`src/rtl/pipelined_controller.sv`:
```
// Purpose : ID-stage decoder plus ID/EX, EX/MEM and MEM/WB control pipeline with load-use bubbles.
// Latency : decode visible on id_ex_* after 1 edge, ex_mem_* after 2, mem_wb_* after 3.
// Backpressure: stall_in freezes every register; a load-use hazard holds PC and IF/ID and injects one bubble.
//
// Ports:
//   clk, rst_n (synchronous, active-low)
//   instr_valid / instruction : IF/ID register contents
//   stall_in / flush_in       : global freeze, branch-taken squash
//   pc_write_en, if_id_write_en, if_id_flush, jump_register : combinational front-end controls
//   id_ex_*, ex_mem_*, mem_wb_* : registered control bundles and destination registers
// Optional macro CTRL_ILLEGAL_TRAP_EN adds the sticky registered output illegal_instr.
module pipelined_controller #(
    parameter int ALUOP_W       = 6,
    parameter int REG_ADDR_W    = 5,
    parameter int HAZARD_DETECT = 1
) (
    input  logic                  clk,
    input  logic                  rst_n,
    input  logic                  instr_valid,
    input  logic [31:0]           instruction,
    input  logic                  stall_in,
    input  logic                  flush_in,
    output logic                  pc_write_en,
    output logic                  if_id_write_en,
    output logic                  if_id_flush,
    output logic                  jump_register,
    output logic                  id_ex_valid,
    output logic [1:0]            id_ex_wb,
    output logic [2:0]            id_ex_mem,
    output logic [3:0]            id_ex_ex,
    output logic [ALUOP_W-1:0]    id_ex_aluop,
    output logic [REG_ADDR_W-1:0] id_ex_rt,
    output logic [REG_ADDR_W-1:0] id_ex_dst,
    output logic                  ex_mem_valid,
    output logic [1:0]            ex_mem_wb,
    output logic [2:0]            ex_mem_mem,
    output logic [REG_ADDR_W-1:0] ex_mem_dst,
    output logic                  mem_wb_valid,
    output logic [1:0]            mem_wb_wb,
    output logic [REG_ADDR_W-1:0] mem_wb_dst
`ifdef CTRL_ILLEGAL_TRAP_EN
    ,
    output logic                  illegal_instr
`endif
);

    localparam logic [5:0] OP_RTYPE = 6'h00;
    localparam logic [5:0] OP_LW    = 6'h23;
    localparam logic [5:0] OP_SW    = 6'h2B;
    localparam logic [5:0] OP_BEQ   = 6'h04;
    localparam logic [5:0] OP_ADDI  = 6'h08;
    localparam logic [5:0] FUNCT_JR = 6'h08;

    typedef struct packed {
        logic                  valid;
        logic [1:0]            wb;
        logic [2:0]            mem;
        logic [3:0]            ex;
        logic [ALUOP_W-1:0]    aluop;
        logic [REG_ADDR_W-1:0] rt;
        logic [REG_ADDR_W-1:0] dst;
    } id_ex_t;

    typedef struct packed {
        logic                  valid;
        logic [1:0]            wb;
        logic [2:0]            mem;
        logic [REG_ADDR_W-1:0] dst;
    } ex_mem_t;

    typedef struct packed {
        logic                  valid;
        logic [1:0]            wb;
        logic [REG_ADDR_W-1:0] dst;
    } mem_wb_t;

    // Per-edge action, highest priority first (reset handled in the register process).
    typedef enum logic [1:0] {
        MODE_STALL,
        MODE_FLUSH,
        MODE_HAZARD,
        MODE_NORMAL
    } mode_e;

    id_ex_t  id_ex_q,  id_ex_d;
    ex_mem_t ex_mem_q, ex_mem_d;
    mem_wb_t mem_wb_q, mem_wb_d;

    id_ex_t  dec;
    logic    dec_reads_rt;
    logic    dec_jr;
    logic    load_use;
    logic    hazard;
    mode_e   mode;

    logic [5:0]            opcode;
    logic [5:0]            funct;
    logic [REG_ADDR_W-1:0] rs_f;
    logic [REG_ADDR_W-1:0] rt_f;
    logic [REG_ADDR_W-1:0] rd_f;

    assign opcode = instruction[31:26];
    assign funct  = instruction[5:0];
    assign rs_f   = REG_ADDR_W'(instruction[25:21]);
    assign rt_f   = REG_ADDR_W'(instruction[20:16]);
    assign rd_f   = REG_ADDR_W'(instruction[15:11]);

`ifdef CTRL_ILLEGAL_TRAP_EN
    logic dec_illegal;
    logic illegal_q, illegal_d;
`endif

    // ID decode. Invalid slots, the all-zero nop and unknown opcodes all become bubbles.
    always_comb begin
        dec          = '0;
        dec_reads_rt = 1'b0;
        dec_jr       = 1'b0;
`ifdef CTRL_ILLEGAL_TRAP_EN
        dec_illegal  = 1'b0;
`endif
        if (instr_valid) begin
            case (opcode)
                OP_RTYPE: begin
                    if (instruction != '0) begin
                        dec.valid = 1'b1;
                        if (funct == FUNCT_JR) begin
                            dec.ex = 4'b1000;
                            dec_jr = 1'b1;
                        end else begin
                            dec.wb       = 2'b11;
                            dec.ex       = 4'b0001;
                            dec.aluop    = ALUOP_W'(funct);
                            dec_reads_rt = 1'b1;
                        end
                    end
                end
                OP_LW: begin
                    dec.valid = 1'b1;
                    dec.wb    = 2'b10;
                    dec.mem   = 3'b010;
                    dec.ex    = 4'b0010;
                    dec.aluop = ALUOP_W'(6'h20);
                end
                OP_SW: begin
                    dec.valid    = 1'b1;
                    dec.mem      = 3'b001;
                    dec.ex       = 4'b0010;
                    dec.aluop    = ALUOP_W'(6'h20);
                    dec_reads_rt = 1'b1;
                end
                OP_BEQ: begin
                    dec.valid    = 1'b1;
                    dec.mem      = 3'b100;
                    dec.ex       = 4'b0100;
                    dec.aluop    = ALUOP_W'(6'h22);
                    dec_reads_rt = 1'b1;
                end
                OP_ADDI: begin
                    dec.valid = 1'b1;
                    dec.wb    = 2'b11;
                    dec.ex    = 4'b0010;
                    dec.aluop = ALUOP_W'(6'h20);
                end
                default: begin
`ifdef CTRL_ILLEGAL_TRAP_EN
                    dec_illegal = 1'b1;
`endif
                end
            endcase
        end
        if (dec.valid) begin
            dec.rt = rt_f;
        end
        // Non-writing entries carry dst 0 so forwarding logic never matches them.
        if (dec.wb[1]) begin
            dec.dst = dec.ex[0] ? rd_f : rt_f;
        end
    end

    // A load in EX whose target is read by the instruction now in ID.
    always_comb begin
        load_use = id_ex_q.valid && id_ex_q.mem[1] && (id_ex_q.rt != '0) && instr_valid &&
                   ((id_ex_q.rt == rs_f) || ((id_ex_q.rt == rt_f) && dec_reads_rt));
        hazard   = (HAZARD_DETECT != 0) && load_use;
    end

    always_comb begin
        if (stall_in) begin
            mode = MODE_STALL;
        end else if (flush_in) begin
            mode = MODE_FLUSH;
        end else if (hazard) begin
            mode = MODE_HAZARD;
        end else begin
            mode = MODE_NORMAL;
        end
    end

    always_comb begin
        pc_write_en    = 1'b1;
        if_id_write_en = 1'b1;
        if_id_flush    = 1'b0;
        jump_register  = 1'b0;
        id_ex_d        = id_ex_q;
        ex_mem_d       = ex_mem_q;
        mem_wb_d       = mem_wb_q;

        if (mode != MODE_STALL) begin
            ex_mem_d.valid = id_ex_q.valid;
            ex_mem_d.wb    = id_ex_q.wb;
            ex_mem_d.mem   = id_ex_q.mem;
            ex_mem_d.dst   = id_ex_q.dst;
            mem_wb_d.valid = ex_mem_q.valid;
            mem_wb_d.wb    = ex_mem_q.wb;
            mem_wb_d.dst   = ex_mem_q.dst;
        end

        case (mode)
            MODE_STALL: begin
                pc_write_en    = 1'b0;
                if_id_write_en = 1'b0;
            end
            MODE_FLUSH: begin
                if_id_flush = 1'b1;
                id_ex_d     = '0;
            end
            MODE_HAZARD: begin
                pc_write_en    = 1'b0;
                if_id_write_en = 1'b0;
                id_ex_d        = '0;
            end
            default: begin
                id_ex_d = dec;
                // JR redirects the PC from ID, so the sequentially fetched word is discarded.
                jump_register = dec_jr;
                if_id_flush   = dec_jr;
            end
        endcase
    end

`ifdef CTRL_ILLEGAL_TRAP_EN
    always_comb begin
        illegal_d = illegal_q;
        if (dec_illegal && (mode != MODE_STALL) && (mode != MODE_FLUSH)) begin
            illegal_d = 1'b1;
        end
    end
`endif

    always_ff @(posedge clk) begin
        if (!rst_n) begin
            id_ex_q  <= '0;
            ex_mem_q <= '0;
            mem_wb_q <= '0;
`ifdef CTRL_ILLEGAL_TRAP_EN
            illegal_q <= 1'b0;
`endif
        end else begin
            id_ex_q  <= id_ex_d;
            ex_mem_q <= ex_mem_d;
            mem_wb_q <= mem_wb_d;
`ifdef CTRL_ILLEGAL_TRAP_EN
            illegal_q <= illegal_d;
`endif
        end
    end

    assign id_ex_valid  = id_ex_q.valid;
    assign id_ex_wb     = id_ex_q.wb;
    assign id_ex_mem    = id_ex_q.mem;
    assign id_ex_ex     = id_ex_q.ex;
    assign id_ex_aluop  = id_ex_q.aluop;
    assign id_ex_rt     = id_ex_q.rt;
    assign id_ex_dst    = id_ex_q.dst;
    assign ex_mem_valid = ex_mem_q.valid;
    assign ex_mem_wb    = ex_mem_q.wb;
    assign ex_mem_mem   = ex_mem_q.mem;
    assign ex_mem_dst   = ex_mem_q.dst;
    assign mem_wb_valid = mem_wb_q.valid;
    assign mem_wb_wb    = mem_wb_q.wb;
    assign mem_wb_dst   = mem_wb_q.dst;
`ifdef CTRL_ILLEGAL_TRAP_EN
    assign illegal_instr = illegal_q;
`endif

endmodule

```
`config.mk`:
```
export PLATFORM = sky130hd
export DESIGN_NAME = pipelined_controller
export DESIGN_NICKNAME = d
export VERILOG_FILES = /design/src/rtl/pipelined_controller.sv
export SDC_FILE = /design/constraint.sdc
export NUM_CORES = 1
export LEC_CHECK = 0
export ABC_AREA = 1
export BUFFER_PORTS_ARGS = -buffer_cell sky130_fd_sc_hd__buf_2
export CAP_MARGIN = 10
export CORE_ASPECT_RATIO = 0.7
export CORE_UTILIZATION = 49
export DETAILED_ROUTE_END_ITERATION = 6
export PLACE_DENSITY = 0.8
export SLEW_MARGIN = 20
export SYNTH_ARGS = -nofsm -noshare
export SYNTH_HDL_FRONTEND = slang
export SYNTH_SLANG_ARGS = --single-unit
```
`constraint.sdc`:
```
create_clock -name clk -period 2.5 [get_ports clk]
set_clock_uncertainty 0.15 [all_clocks]
set_input_delay 0.125 -clock clk [delete_from_list [all_inputs] [get_ports clk]]
set_output_delay 0.125 -clock clk [all_outputs]
set_load 0.01 [all_outputs]
```
; After elaboration in Yosys (flattened, before gate mapping)
; Cells that the tools add are included.
[totals]
ff_bits = 45
elab_cells = 68
[op_classes]
mux = 28
n_reduce_logical = 17
eq_ne = 9
[ops]
columns = cell, n
row1 = case mux 26 bit (2 select lines), 1
row2 = nonzero test 32 bit, 1
row3 = case mux 10 bit (3 select lines), 1
row4 = two-way mux 16 bit, 1
row5 = two-way mux 5 bit, 3
row6 = equality test 6 x 4 -> 1 bit (second input constant), 2
row7 = equality test 6 bit (second input constant), 2
row8 = equality test 5 bit, 2
row9 = two-way mux 1 bit, 10
row10 = two-way mux 10 bit, 1
row11 = case mux 3 bit (3 select lines), 1
row12 = equality test 6 x 3 -> 1 bit (second input constant), 1
row13 = logical NOT 6 bit, 1
row14 = two-way mux 2 bit, 3
row15 = two-way mux 6 bit, 1
row16 = case mux 1 bit (2 select lines), 3
row17 = case mux 2 bit (3 select lines), 1
row18 = OR reduction 2 bit, 3
row19 = OR reduction 3 bit, 2
row20 = logical AND 1 bit, 5
row21 = nonzero test 5 bit, 1
row22 = two-way mux 4 bit, 1
row23 = OR reduction 4 bit, 1
row24 = two-way mux 3 bit, 1
row25 = other kinds (5), 5

; Depth between registers and ports, before layout
[logic_depth]
ltp_word = 14
ltp_mapped = 21
mapped_depth_nobuf = 20

; Worst setup path after synthesis
; Ideal clock, no wire load.
[synth_path]
path_type = reg-to-reg
startpoint = reg id_ex_q, in the netlist id_ex_rt[1]
endpoint = reg id_ex_q, in the netlist id_ex_dst[4]
arrival_time_ns = 2.149
path_stages_with_launch = 18
slack_ns = 0.135
path_cell_list = dfxtp_1 > inv_1 > or2_2 > nand3_1 > nor4_1 > nand2_1 > nand2_1 > nand2_1 > nand2_2 > ha_1 > buf_2 > nor2_1 > nand2_1 > inv_1 > nand2_1 > nand2_4 > nand2_1 > a21oi_2
[synth_via]
elab_chain_cells = 10
word_cells_on_any_way = 16
classes_between = eq/ne (4) / mux (4) / reduce/logical (8)
[synth_lines]
columns = item, line
row1 = from (decl), 85  ; id_ex_t id_ex_q, id_ex_d;
row2 = from (signal assigned), 259  ; id_ex_q <= id_ex_d;
row3 = equality test 5 bit or nonzero test 5 bit (tied branches), "183, 182"
row4 = logical AND 1 bit (on tied branches), "183, 182"
row5 = logical OR 1 bit or logical AND 1 bit (tied branches), "183, 182"
row6 = logical AND 1 bit *, 182  ; load_use = id_ex_q.valid && id_ex_q.mem[1] && (id_ex_q.rt != '0) && instr_valid &&
row7 = two-way mux 1 bit *, 192  ; end else if (hazard) begin
row8 = two-way mux 2 bit *, 190  ; end else if (flush_in) begin
row9 = two-way mux 2 bit *, 188  ; if (stall_in) begin
row10 = equality test 2 bit or equality test 2 x 1 -> 1 bit (tied branches), 218  ; case (mode)
row11 = OR reduction 2 bit (no line), --
row12 = case mux 26 bit (2 select lines), 218
; Every way passes the cells marked *; elsewhere a longest branch is shown, timed or not.
; A chain may end at the register's enable or synchronous reset.

; Worst setup path in the final report
[layout_path]
startpoint = reg id_ex_q, in the netlist id_ex_rt[0]
endpoint = out if_id_flush
[layout_via]
elab_chain_cells = 10
word_cells_on_any_way = 16
classes_between = eq/ne (4) / mux (4) / reduce/logical (8)
[layout_lines]
columns = item, line
row1 = equality test 5 bit or nonzero test 5 bit (tied branches), "183, 182"
row2 = logical AND 1 bit (on tied branches), "183, 182"
row3 = logical OR 1 bit or logical AND 1 bit (tied branches), "183, 182"
row4 = logical AND 1 bit *, 182
row5 = two-way mux 1 bit *, 192
row6 = two-way mux 2 bit *, 190
row7 = two-way mux 2 bit *, 188
row8 = equality test 2 bit or logical NOT 2 bit (tied branches), 218
row9 = OR reduction 2 bit (no line), --
row10 = case mux 1 bit (2 select lines) *, 218
row11 = to (decl), 25  ; output logic if_id_flush,
; Marked as above.

==> impl_metrics.env <==
export IMPL_io_pins=86
export IMPL_syn_nets=368
export IMPL_final_util=0.7037
export IMPL_fin_area_um2=3064
export IMPL_slew_headroom=0.4469
export IMPL_p_total_mw=1.540
export IMPL_dieArea_um2=4823
export IMPL_htree_levels=2
export IMPL_wl_mm=6.549
export IMPL_synth_xor_area_frac=0.01573
export IMPL_synth_fa_ha_area_frac=0.02247
export IMPL_critPathKind="flip-flop to primary output"
export IMPL_period_needed_ps=2533
export IMPL_track_usage=0.2516
export IMPL_synth_seq_cells=44
export IMPL_final_setup_tns_ps=-32.76
export IMPL_grt_pass1_vias=2113
export IMPL_ys_warnings_count=0
export IMPL_drive_gt1_frac=0.3443
export IMPL_diodes=0
export IMPL_ys_top_cells_by_area="dfxtp_1 (40%), nand2_1 (13%), nor2_1 (11%), a21oi_1 (5.2%), o21ai_0 (4.7%)"
export IMPL_maxCapViolCount=0
export IMPL_seqCellArea_um2=885.9
export IMPL_worstMarginPinSlew_ps=828.7
export IMPL_cp_start_kind="flip-flop"
export IMPL_core_area_um2=4354
export IMPL_dp_cells=460
export IMPL_grt_ovfl_total=0
export IMPL_area_delta_synth_final_pct=37.58
export IMPL_drtAntennaViolNets=0
export IMPL_syn_area_per_cell_um2=6.811
export IMPL_postPlaceCellArea_um2=2714
export IMPL_wl_per_cell_um=13.67
export IMPL_synth_cell_type_count=33
export IMPL_fillCellCount=380
export IMPL_post_dp_hpwl_mm=4.511
export IMPL_drtIter0Drc=244
export IMPL_numCtsBuffers=5
export IMPL_fin_crit_sh=1.013
export IMPL_antenna_found_initial=0
export IMPL_yosys_area_share_simple=0.3680
export IMPL_synthesis_area_um2=2227
export IMPL_cts_path_max_buffers=2
export IMPL_synth_top_family_by_area="simple AND/OR/NAND/NOR gates"
export IMPL_multi_input_area_um2=1284
export IMPL_placementRows=20
export IMPL_fin_ws_ps=-32.76
export IMPL_vias=2520
export IMPL_fin_cells=479
export IMPL_layout_nets=464
export IMPL_drc=0
export IMPL_clk_latency_ps=300
export IMPL_cts_root_buffer="clkbuf_8"
export IMPL_worstPathRequired_ps=2230
export IMPL_synth_compound_area_share=0.1157
export IMPL_die_h_um=58.41
export IMPL_vdd_drop_max_uv=363.1
export IMPL_pwr_density_cell_nw_per_um2=502.5
export IMPL_synth_area_mux_share=0.005056
export IMPL_hold_viol=0
export IMPL_slew_violations=0
export IMPL_cts_tree="built"
export IMPL_path_max_fanout=4
export IMPL_ys_seq_area_frac=0.3955
export IMPL_drt_pass1_iterations=4
export IMPL_fp_dieW_um=82.58
export IMPL_violations="negative setup slack"
export IMPL_syn_instance_count=327
export IMPL_gp_congestion=0.9962
export IMPL_synth_largest_area_cell="dfxtp_1"
export IMPL_clkTransAtPathRegs_ps=80
export IMPL_initial_core_util=0.5115
export IMPL_min_path_type="input pin to flip-flop"
export IMPL_setup_viol=1
export IMPL_grt_max_degree=39
export IMPL_critPathCaptureType="primary output"
export IMPL_whs_ps=6.656
export IMPL_clock_sinks=44
export IMPL_pre_cts_ws_ps=-103.3
export IMPL_rsz0062_at_grt="yes"
export IMPL_yosysTopAreaCellShare=0.3955
export IMPL_outcome="complete, but fails checks"
export IMPL_io_buffers=85
export IMPL_p_leak_nw=1.498
export IMPL_max_freq_ghz=0.3948
export IMPL_crit_arrival_ps=2260
export IMPL_vias_per_cell=5.261
export IMPL_grt_first_pass_wirelength_mm=9.225
==> flip-flops by register name, indices dropped and copies added, names as in the netlist <==
name,flops
ex_mem_mem,3
id_ex_rt,5
id_ex_valid,1
id_ex_dst,5
id_ex_wb,2
mem_wb_valid,1
ex_mem_dst,5
mem_wb_dst,5
mem_wb_wb,2
ex_mem_valid,1
id_ex_mem,2
id_ex_ex,4
ex_mem_wb,2
id_ex_aluop,6
==> synthesized netlist by cell type, drive strengths merged <==
master,count
nand3,15
a221oi,1
xnor2,1
nand3b,2
ha,4
nand2,81
clkbuf,9
dfxtp,44
nand4,9
nor3b,1
inv,26
xor2,3
o211ai,1
nor3,4
buf,7
or2,1
nor2,68
mux2,1
o21ai,21
a21oi,24
nor4,2
a31oi,1
o22ai,1
==> kinds of logic after synthesis <==
logic type      after synthesis
simple gates                183
compound gates               49
flops                        44
buf+inv                      42
xor+xnor                      4
fa+ha+maj                     4
mux                           1
==> report_power, final <==
part,switching [mW],internal (mW),total (mW)
registers,0.0103,0.719,0.729
logic,0.142,0.0957,0.238
clock network,0.246,0.327,0.572
==> path summary, 6_finish.rpt <==
check / startpoint / end / slack [ps] / cells after the start
setup / recovery: id_ex_rt[0] / if_id_flush / -30 / 11
hold / removal: instruction[19] / id_ex_rt[3] / 7 / 3
setup reg to reg: id_ex_rt[0] / id_ex_ex[2] / 10 / 14
hold reg to reg: id_ex_aluop[2] / id_ex_aluop[2] / 330 / 2
==> final cells by class <==
class	instances	share of cell area
Timing Repair inverter	1	0.002450
Multi-Input combinational cell	241	0.4189
Tap cell	55	0.02246
Sequential cell	44	0.2891
Clock buffer	6	0.02695
Clock inverter	2	0.01266
Timing Repair Buffer	104	0.1927
Inverter	26	0.03471
==> placed cells by master (no fill, tap or decap), types with 3 or more instances in the layout <==
| master | Yosys | final |
|---|---|---|
| nor3_1 | 4 | 3 |
| nand3_1 | 14 | 13 |
| nand2_1 | 77 | 75 |
| nor2_4 | 3 | 4 |
| inv_1 | 24 | 21 |
| nor2_2 | 2 | 3 |
| dfxtp_2 | 0 | 4 |
| dlygate4sd3_1 | 0 | 6 |
| o21ai_0 | 21 | 19 |
| dfxtp_1 | 44 | 40 |
| nand2_2 | 3 | 5 |
| buf_2 | 3 | 85 |
| nand4_1 | 8 | 8 |
| clkbuf_8 | 0 | 6 |
| a21oi_1 | 23 | 21 |
| buf_4 | 3 | 11 |
| a21oi_2 | 1 | 3 |
| nor2_1 | 63 | 61 |
==> per-layer routing <==
layer  global-route usage  up-vias  part of all wire
li1                     -     1239                 -
met1               0.3477     1160              0.45
met2               0.4120      117              0.46
met3              0.05581        4             0.085
met4              0.03695        0            0.0021
met5                    0        -                 0
==> what timing repair did <==
action                                  4_1_cts  5_1_grt
hold buffers                                  6        0
pin swaps                                     0       14
resized for setup                             3       32
hold endpoints to repair                      6        0
cloned                                        0        2
endpoints found under the setup margin       15       21
buffers inserted                              0        3
==> critical path: stages, from the launching register on <==
cell and delay (ps):
dfxtp_2 350, xnor2_2 190, nand3_4 110, nor4_4 330, nand2_1 90, nand2_1 70
nand2_1 60, nand2_2 130, inv_4 70, ha_4 160, mux2_4 300, buf_6 120
No activity file was read; power rests on OpenSTA's default activity.
